File: config.mk
export PLATFORM = sky130hd
export DESIGN_NAME = jk_reg_bank
export DESIGN_NICKNAME = d
export VERILOG_FILES = /design/src/rtl/jk_pkg.sv /design/src/rtl/jk_cell.sv /design/src/rtl/jk_reg_bank.sv
export SDC_FILE = /design/constraint.sdc
export NUM_CORES = 1
export LEC_CHECK = 0
export ABC_AREA = 1
export CAP_MARGIN = 20
export CORE_ASPECT_RATIO = 0.75
export CORE_MARGIN = 2
export CORE_UTILIZATION = 45
export DETAILED_ROUTE_END_ITERATION = 16
export PLACE_DENSITY = 0.79
export REMOVE_ABC_BUFFERS = 1
export SLEW_MARGIN = 20
export SYNTH_ARGS = -nofsm -noshare
export SYNTH_HDL_FRONTEND = slang
export SYNTH_SLANG_ARGS = --single-unit
File: constraint.sdc
create_clock -name clk -period 3.4 [get_ports clk]
set_input_delay 0.34 -clock clk [delete_from_list [all_inputs] [get_ports clk]]
set_output_delay 0.34 -clock clk [all_outputs]
set_load 0.01 [all_outputs]
File: src/rtl/jk_pkg.sv
// Shared definitions for the multi-mode flip-flop bank: mode encodings and
// the per-bit next-state function used by every cell.
package jk_pkg;

    localparam logic [1:0] MODE_JK = 2'b00;
    localparam logic [1:0] MODE_D  = 2'b01;
    localparam logic [1:0] MODE_T  = 2'b10;
    localparam logic [1:0] MODE_SR = 2'b11;

    // Result of one bit's next-state evaluation.
    typedef struct packed {
        logic nxt;  // next value of the bit
        logic ill;  // SR mode with S=R=1 (bit holds)
    } jk_result_t;

    // Next state of one flip-flop bit for the given mode.
    // j carries J / D / T / S, k carries K / R.
    function automatic jk_result_t jk_next(
        input logic [1:0] mode,
        input logic       j,
        input logic       k,
        input logic       q
    );
        jk_result_t res;
        res.nxt = q;
        res.ill = 1'b0;
        case (mode)
            MODE_JK: begin
                case ({j, k})
                    2'b00:   res.nxt = q;
                    2'b01:   res.nxt = 1'b0;
                    2'b10:   res.nxt = 1'b1;
                    default: res.nxt = ~q;
                endcase
            end
            MODE_D: res.nxt = j;
            MODE_T: res.nxt = j ? ~q : q;
            default: begin
                case ({j, k})
                    2'b00:   res.nxt = q;
                    2'b01:   res.nxt = 1'b0;
                    2'b10:   res.nxt = 1'b1;
                    default: begin
                        // Illegal combination: keep the bit, flag it.
                        res.nxt = q;
                        res.ill = 1'b1;
                    end
                endcase
            end
        endcase
        return res;
    endfunction

endpackage

File: src/rtl/jk_cell.sv
// One-bit multi-mode flip-flop (JK / D / T / SR) with synchronous reset and
// clock enable. Reports whether the bit is about to change and whether the
// current SR inputs are illegal, both qualified by en.
module jk_cell
    import jk_pkg::*;
#(
    parameter logic RESET_BIT = 1'b0
) (
    input  logic       clk,
    input  logic       rst,
    input  logic       en,
    input  logic [1:0] mode,
    input  logic       j,
    input  logic       k,
    output logic       q,
    output logic       qbar,
    output logic       chg,
    output logic       ill
);

    logic       q_reg;
    logic       qbar_reg;
    jk_result_t res_next;

    // Next-state evaluation from the current registered bit.
    always_comb begin
        res_next = jk_next(mode, j, k, q_reg);
    end

    // State register; qbar is held in its own flop so it never glitches
    // against q and always carries the complement, including after reset.
    always_ff @(posedge clk) begin
        if (rst) begin
            q_reg    <= RESET_BIT;
            qbar_reg <= ~RESET_BIT;
        end else if (en) begin
            q_reg    <= res_next.nxt;
            qbar_reg <= ~res_next.nxt;
        end
    end

    assign q    = q_reg;
    assign qbar = qbar_reg;
    assign chg  = en & (res_next.nxt != q_reg);
    assign ill  = en & res_next.ill;

endmodule

File: src/rtl/jk_reg_bank.sv
// WIDTH-bit bank of multi-mode flip-flops sharing one runtime mode select.
// Owns the sticky illegal-SR flag and the saturating change-event counter.
module jk_reg_bank
    import jk_pkg::*;
#(
    parameter int               WIDTH     = 8,
    parameter logic [WIDTH-1:0] RESET_VAL = '0,
    parameter int               CNT_W     = 8
) (
    input  logic             clk,
    input  logic             rst,
    input  logic             en,
    input  logic [1:0]       mode,
    input  logic [WIDTH-1:0] j,
    input  logic [WIDTH-1:0] k,
    input  logic             err_clr,
    output logic [WIDTH-1:0] q,
    output logic [WIDTH-1:0] qbar,
    output logic             sr_err,
    output logic [CNT_W-1:0] chg_cnt
);

    localparam logic [CNT_W-1:0] CNT_MAX = {CNT_W{1'b1}};

    logic [WIDTH-1:0] chg_vec;
    logic [WIDTH-1:0] ill_vec;
    logic             chg_any;
    logic             ill_any;
    logic             sr_err_reg;
    logic [CNT_W-1:0] chg_cnt_reg;

    generate
        for (genvar gi = 0; gi < WIDTH; gi++) begin : g_cell
            jk_cell #(
                .RESET_BIT (RESET_VAL[gi])
            ) u_cell (
                .clk  (clk),
                .rst  (rst),
                .en   (en),
                .mode (mode),
                .j    (j[gi]),
                .k    (k[gi]),
                .q    (q[gi]),
                .qbar (qbar[gi]),
                .chg  (chg_vec[gi]),
                .ill  (ill_vec[gi])
            );
        end
    endgenerate

    // Any bit changing counts as one event; any illegal bit raises the flag.
    always_comb begin
        chg_any = |chg_vec;
        ill_any = |ill_vec;
    end

    // Sticky error flag: a new error beats a simultaneous clear; the clear
    // is honoured even while the bank is disabled.
    always_ff @(posedge clk) begin
        if (rst) begin
            sr_err_reg <= 1'b0;
        end else if (ill_any) begin
            sr_err_reg <= 1'b1;
        end else if (err_clr) begin
            sr_err_reg <= 1'b0;
        end
    end

    // Saturating count of enabled cycles where q changed (chg is en-qualified).
    always_ff @(posedge clk) begin
        if (rst) begin
            chg_cnt_reg <= '0;
        end else if (chg_any && (chg_cnt_reg != CNT_MAX)) begin
            chg_cnt_reg <= chg_cnt_reg + 1'b1;
        end
    end

    assign sr_err  = sr_err_reg;
    assign chg_cnt = chg_cnt_reg;

endmodule

==> impl_metrics.ini, run 1 <==
[sta]
period_needed_ns = 2.33
whs_ns = 0.467
period_share_pct = 68.4
tns_ns = 0
fin_ws_ns = 1.07
slew_headroom_pct = 48.7
report.final.slew_viol_count = 0
hold_violations = 0
finClkSkew_ns = 0.00409
fmax_ghz = 0.430
tightestPinTransition_ns = 0.768
rsz0062_at_grt = false
setup_viol = 0

[die]
row_count = 20
die_w_um = 80.6
initial_core_util_pct = 48.0
core_um2 = 4130
die_y_um = 61.5
die_area_um2 = 4960
io_pins = 47

[clocking]
h-tree-depth = 1
post_cts_resized = 0
tritoncts = built
cts_hold_buf = 0
clock_latency_ns = 0.27
cts-buffers-inserted = 3
root_buffer = clkbuf_8
postCtsSetupBuffers = 0
clk_pin_slew_ns = 0.09
clock-sinks = 25
cts.path.max_buffers = 2

[synthesis]
synthesis.area_um2 = 1980
yosysSeqAreaShare_pct = 25.3
synthTopCellsByArea = dfxtp_1, nand2_1, nand3_1, ha_1, buf_4
ys_seq_elements = 25
yosys_warnings = 0
synth_cells = 315
yosys.area.top_type = dfxtp_1
synth_cell_types = 22
postSynthAreaPerCell_um2 = 6.29
yosys.area.top_type_share_pct = 25.3

[routing]
antenna_left = 0
totalWireLength_mm = 4.65
drc = 0
vias_per_cell = 5.05
num_vias = 2000
detail_route.wl_per_cell_um = 11.8
firstDrtPassIters = 4
first_iter_violations = 171

[setup_path]
crit_arrival_ns = 2.50
worstSetupEndpointType = flop
ff2ff_path_depth = 13
critPathLaunchType = input pin
cp.required_ns = 3.57
critPathKind = in -> reg
cp_max_fo = 16

[cells_and_area]
diodes = 0
syn_to_final_growth_pct = 20.5
final_cell_mix = nand2_1, nand3_1, clkdlybuf4s50_1
final_nets = 381
layout-drive-gt1-share_pct = 4.40
stdcell_area_um2 = 2390
final_common_cell = nand2_1

[grt]
grt_pass1_wl_mm = 7.78
antenna_found_initial = 0
grt_overflow = 0
grt_pass1_vias = 1763
grt_max_degree = 25
grt_util_all_layers_pct = 20.1

[job]
drv_cap = 0

[power_and_ir_drop]
leakagePower_nw = 1.14
power_uw = 779
vdd_drop_max_v = 0.000196
cellPowerDensity_nw_per_um2 = 326

[placement]
dpl.hpwl_mm = 3.49
io_buffers = 46
post-place-ws_ns = 0.803
dpl_cell_area_um2 = 2340
gp_congestion = 0.879

[run_status]
status = complete, no violations

[worst_hold_path]
hp-class = reg -> reg
hold_depth = 2
==> final timing paths <==
| kind | start | to | slack (ns) |
|---|---|---|---|
| setup / recovery | mode[1] | chg_cnt[6] | 1.07 |
| setup reg to reg | g_cell[7].u_cell.q | chg_cnt[6] | 1.61 |
| hold / removal | sr_err | sr_err | 0.47 |
| hold reg to reg | sr_err | sr_err | 0.47 |
==> routing by layer <==
layer  vias up  part of all wire, %  GRT usage [%]  wire length (µm)
li1       1052                    -              -                 -
met1       873                   48           28.0              2250
met4         0                 0.30           2.66                14
met5         -                    0              0                 0
met3         2                  7.8           4.40               364
met2        73                   43           33.2              2020
==> power breakdown <==
| group | switching [mW] | total (mW) | internal [mW] |
|---|---|---|---|
| Clock | 0.0998 | 0.182 | 0.0821 |
| Sequential | 0.0219 | 0.337 | 0.315 |
| Combinational | 0.142 | 0.260 | 0.118 |
| Total | 0.264 | 0.779 | 0.515 |
==> kinds of logic after synthesis <==
kind of cell             synth area share [%]
adder cells (fa/ha/maj)                  10.7
buffers and inverters                    15.3
flip-flops                               25.3
AO/OA/AOI/OAI                            8.33
AND/OR/NAND/NOR                          40.4
==> through the flow <==
stage / cells / util [%]
3_5_place_dp: 392 / 56.7
4_1_cts: 396 / 57.8
6_report: 396 / 57.8
5_1_grt: 396 / 57.8
3_3_place_gp: 392 / 56.7
2_1_floorplan: 291 / -
==> area by class of cell <==
| type | count | area [µm²] |
|---|---|---|
| clock buffer | 3 | 41.3 |
| clock inverter | 1 | 5.00 |
| fill | 419 | 1740 |
| inverter | 35 | 133 |
| multi-input combinational | 231 | 1180 |
| sequential | 25 | 500 |
| tap | 55 | 68.8 |
| timing repair buffer | 46 | 460 |
==> critical path, cell delays in order <==
cell and delay (ns):
clkdlybuf4s50_1 0.73, inv_1 0.18, nor2_8 0.17, nand3_1 0.09, nand3_1 0.10, nand2_1 0.07
nand2_1 0.06, nand3_1 0.08, nand2_1 0.12, nor2_1 0.06, nand2_2 0.24, nand3_1 0.13
nand2_1 0.08, nor2_1 0.05
==> Yosys cell counts, drive strengths merged <==
cell type,number
nand2,100
a21oi,17
dfxtp,25
inv,34
nor2,19
ha,17
clkinv,1
o21ai,16
nand3,60
clkbuf,3
nor4,2
buf,21
Note: power is estimated with default switching activity, not from simulation.
==> run 2: changes to the inputs <==
--- a/config.mk
+++ b/config.mk
@@ -11,7 +11,7 @@
 export CORE_MARGIN = 2
 export CORE_UTILIZATION = 45
 export DETAILED_ROUTE_END_ITERATION = 16
-export PLACE_DENSITY = 0.79
+export PLACE_DENSITY = 0.82
 export REMOVE_ABC_BUFFERS = 1
 export SLEW_MARGIN = 20
 export SYNTH_ARGS = -nofsm -noshare
==> constraint.sdc (replaced) <==
create_clock -name clk -period 1.95 [get_ports clk]
set_input_delay 0.195 -clock clk [delete_from_list [all_inputs] [get_ports clk]]
set_output_delay 0.195 -clock clk [all_outputs]
set_load 0.01 [all_outputs]
==> impl_metrics.ini, run 2 (synthesis results as in run 1) <==
[cells_and_area]
fillers = 361
stdcell_area_um2 = 2770
final_cell_mix = nand2_1, nand3_1, clkdlybuf4s50_1
final_common_cell = nand2_1
diodes = 0
multiInputGateArea_um2 = 1310
final_core_util_pct = 67.1
final_nets = 410
layout-drive-gt1-share_pct = 17.3
syn_to_final_growth_pct = 39.7
register_area_um2 = 500

[setup_path]
critPathLaunchType = input pin
critPathKind = in -> reg
cp.required_ns = 2.13
reg2reg_from = chg_cnt[0]
rrSetupSlack_ns = 0.19
cpMostUsedCell = nand2_1
critical-path-max-stage-delay_ns = 0.48
ff2ff_path_depth = 10
path_cells = clkdlybuf4s50_1 -> inv_1 -> ha_4 -> nand2_1 -> o21ai_2 -> nand2_1 -> nand2_1 -> nand2_1 -> nand3_1 -> nand2_2 -> nor2_4 -> nand2_4 -> a21oi_1 -> nor2_1
endpoint = chg_cnt[3]
worst_path_max_delay_cell = clkdlybuf4s50_1
rr_endpoint = chg_cnt[5]
startpoint = k[6]
worstSetupEndpointType = flop
crit_arrival_ns = 2.07
cp_max_fo = 8

[die]
die_area_um2 = 4960
io_pins = 47
row_count = 20
die_w_um = 80.6
core_um2 = 4130
initial_core_util_pct = 48.0
die_y_um = 61.5

[sta]
report.final.slew_viol_count = 0
tightestPinTransition_ns = 0.572
setup_viol = 0
fin_ws_ns = 0.0580
period_share_pct = 97.0
slew_headroom_pct = 61.8
finClkSkew_ns = 0.00880
period_needed_ns = 1.89
fmax_ghz = 0.529
tns_ns = 0
hold_violations = 0

[routing]
drc = 0
firstDrtPassIters = 4
detail_route.wl_per_cell_um = 12.4
vias_per_cell = 5.01
num_vias = 2130
first_iter_violations = 160
antenna_left = 0
totalWireLength_mm = 5.26

[job]
drv_cap = 0

[power_and_ir_drop]
p_switching_uw = 524
p_int_uw = 974
power_frac_seq_pct = 39.4
swShare_pct = 35.0
power_frac_comb_pct = 38.9
leakagePower_nw = 1.37
cellPowerDensity_nw_per_um2 = 541
pwr-share-clk_pct = 21.7
vdd_drop_max_v = 0.000361

[placement]
gp_congestion = 0.900
io_buffers = 46
post-place-ws_ns = -0.376
dpl_cell_area_um2 = 2560
dpl.hpwl_mm = 3.61

[clocking]
cts-buffers-inserted = 3
clock-sinks = 25
cts.path.max_buffers = 2
root_buffer = clkbuf_8
tritoncts = built
h-tree-depth = 1
cts_hold_buf = 0
clk_pin_slew_ns = 0.10
clock_latency_ns = 0.28

[worst_hold_path]
hp-class = in -> reg
hold_depth = 2

[grt]
grt_pass1_vias = 1802
grt_util_all_layers_pct = 20.8
antenna_found_initial = 0
grt_overflow = 0
grt_max_degree = 25
grt_pass1_wl_mm = 7.99

[run_status]
status = complete, no violations
-- run 2: repair_timing --
| action | CTS | global route |
|---|---|---|
| pin swaps | 0 | 12 |
| gates resized for setup | 2 | 29 |
| setup endpoints to repair | 8 | 8 |
| buffers inserted | 0 | 2 |
| hold endpoints to repair | 0 | 0 |
| gates cloned | 0 | 1 |
-- run 2: metrics by stage --
stage	total power, mW	hold WS, ns	std cells
global route	1.59	0.470	425
finish	1.50	0.465	425
detailed placement	1.11	0.455	418
CTS	1.44	0.473	422
global placement	1.10	0.451	418
floorplan	0.850	0.264	291
-- run 2: worst max-delay path, delay by kind of cell --
family,cells,cell delay (ns)
adder cells (fa/ha/maj),1,0.27
AND/OR/NAND/NOR,9,0.84
AO/OA/AOI/OAI,2,0.22
buffers and inverters,2,0.55
-- run 2: how the worst min path moves through the flow --
stage | startpoint | end
after floorplan | rst | sr_err
after global placement | sr_err | sr_err
after detailed placement | g_cell[5].u_cell.qbar | g_cell[5].u_cell.qbar
after CTS | rst | sr_err
after global routing | rst | sr_err
final | rst | sr_err
-- run 2: power by group through the flow --
stage / clock, mW / sequential (mW) / combinational, mW
5_1_grt: 0.345 / 0.598 / 0.645
3_3_place_gp: 0 / 0.599 / 0.500
6_report: 0.325 / 0.590 / 0.583
2_1_floorplan: 0 / 0.611 / 0.238
4_1_cts: 0.331 / 0.588 / 0.524
3_5_place_dp: 0 / 0.599 / 0.514
-- run 2: cell type report --
class,count,share of cell area [%]
Multi-Input combinational cell,232,47.2
Timing Repair Buffer,74,25.8
Sequential cell,25,18.1
Inverter,35,4.79
Tap cell,55,2.49
Clock buffer,3,1.49
Clock inverter,1,0.181
-- run 2: routing by layer --
| metal | up-vias | track usage (%) | share of wire (%) |
|---|---|---|---|
| met5 | - | 0 | 0 |
| met4 | 0 | 6.54 | 1.6 |
| met3 | 8 | 3.23 | 7.6 |
| met2 | 78 | 34.0 | 43 |
| met1 | 931 | 28.5 | 47 |
| li1 | 1113 | - | - |
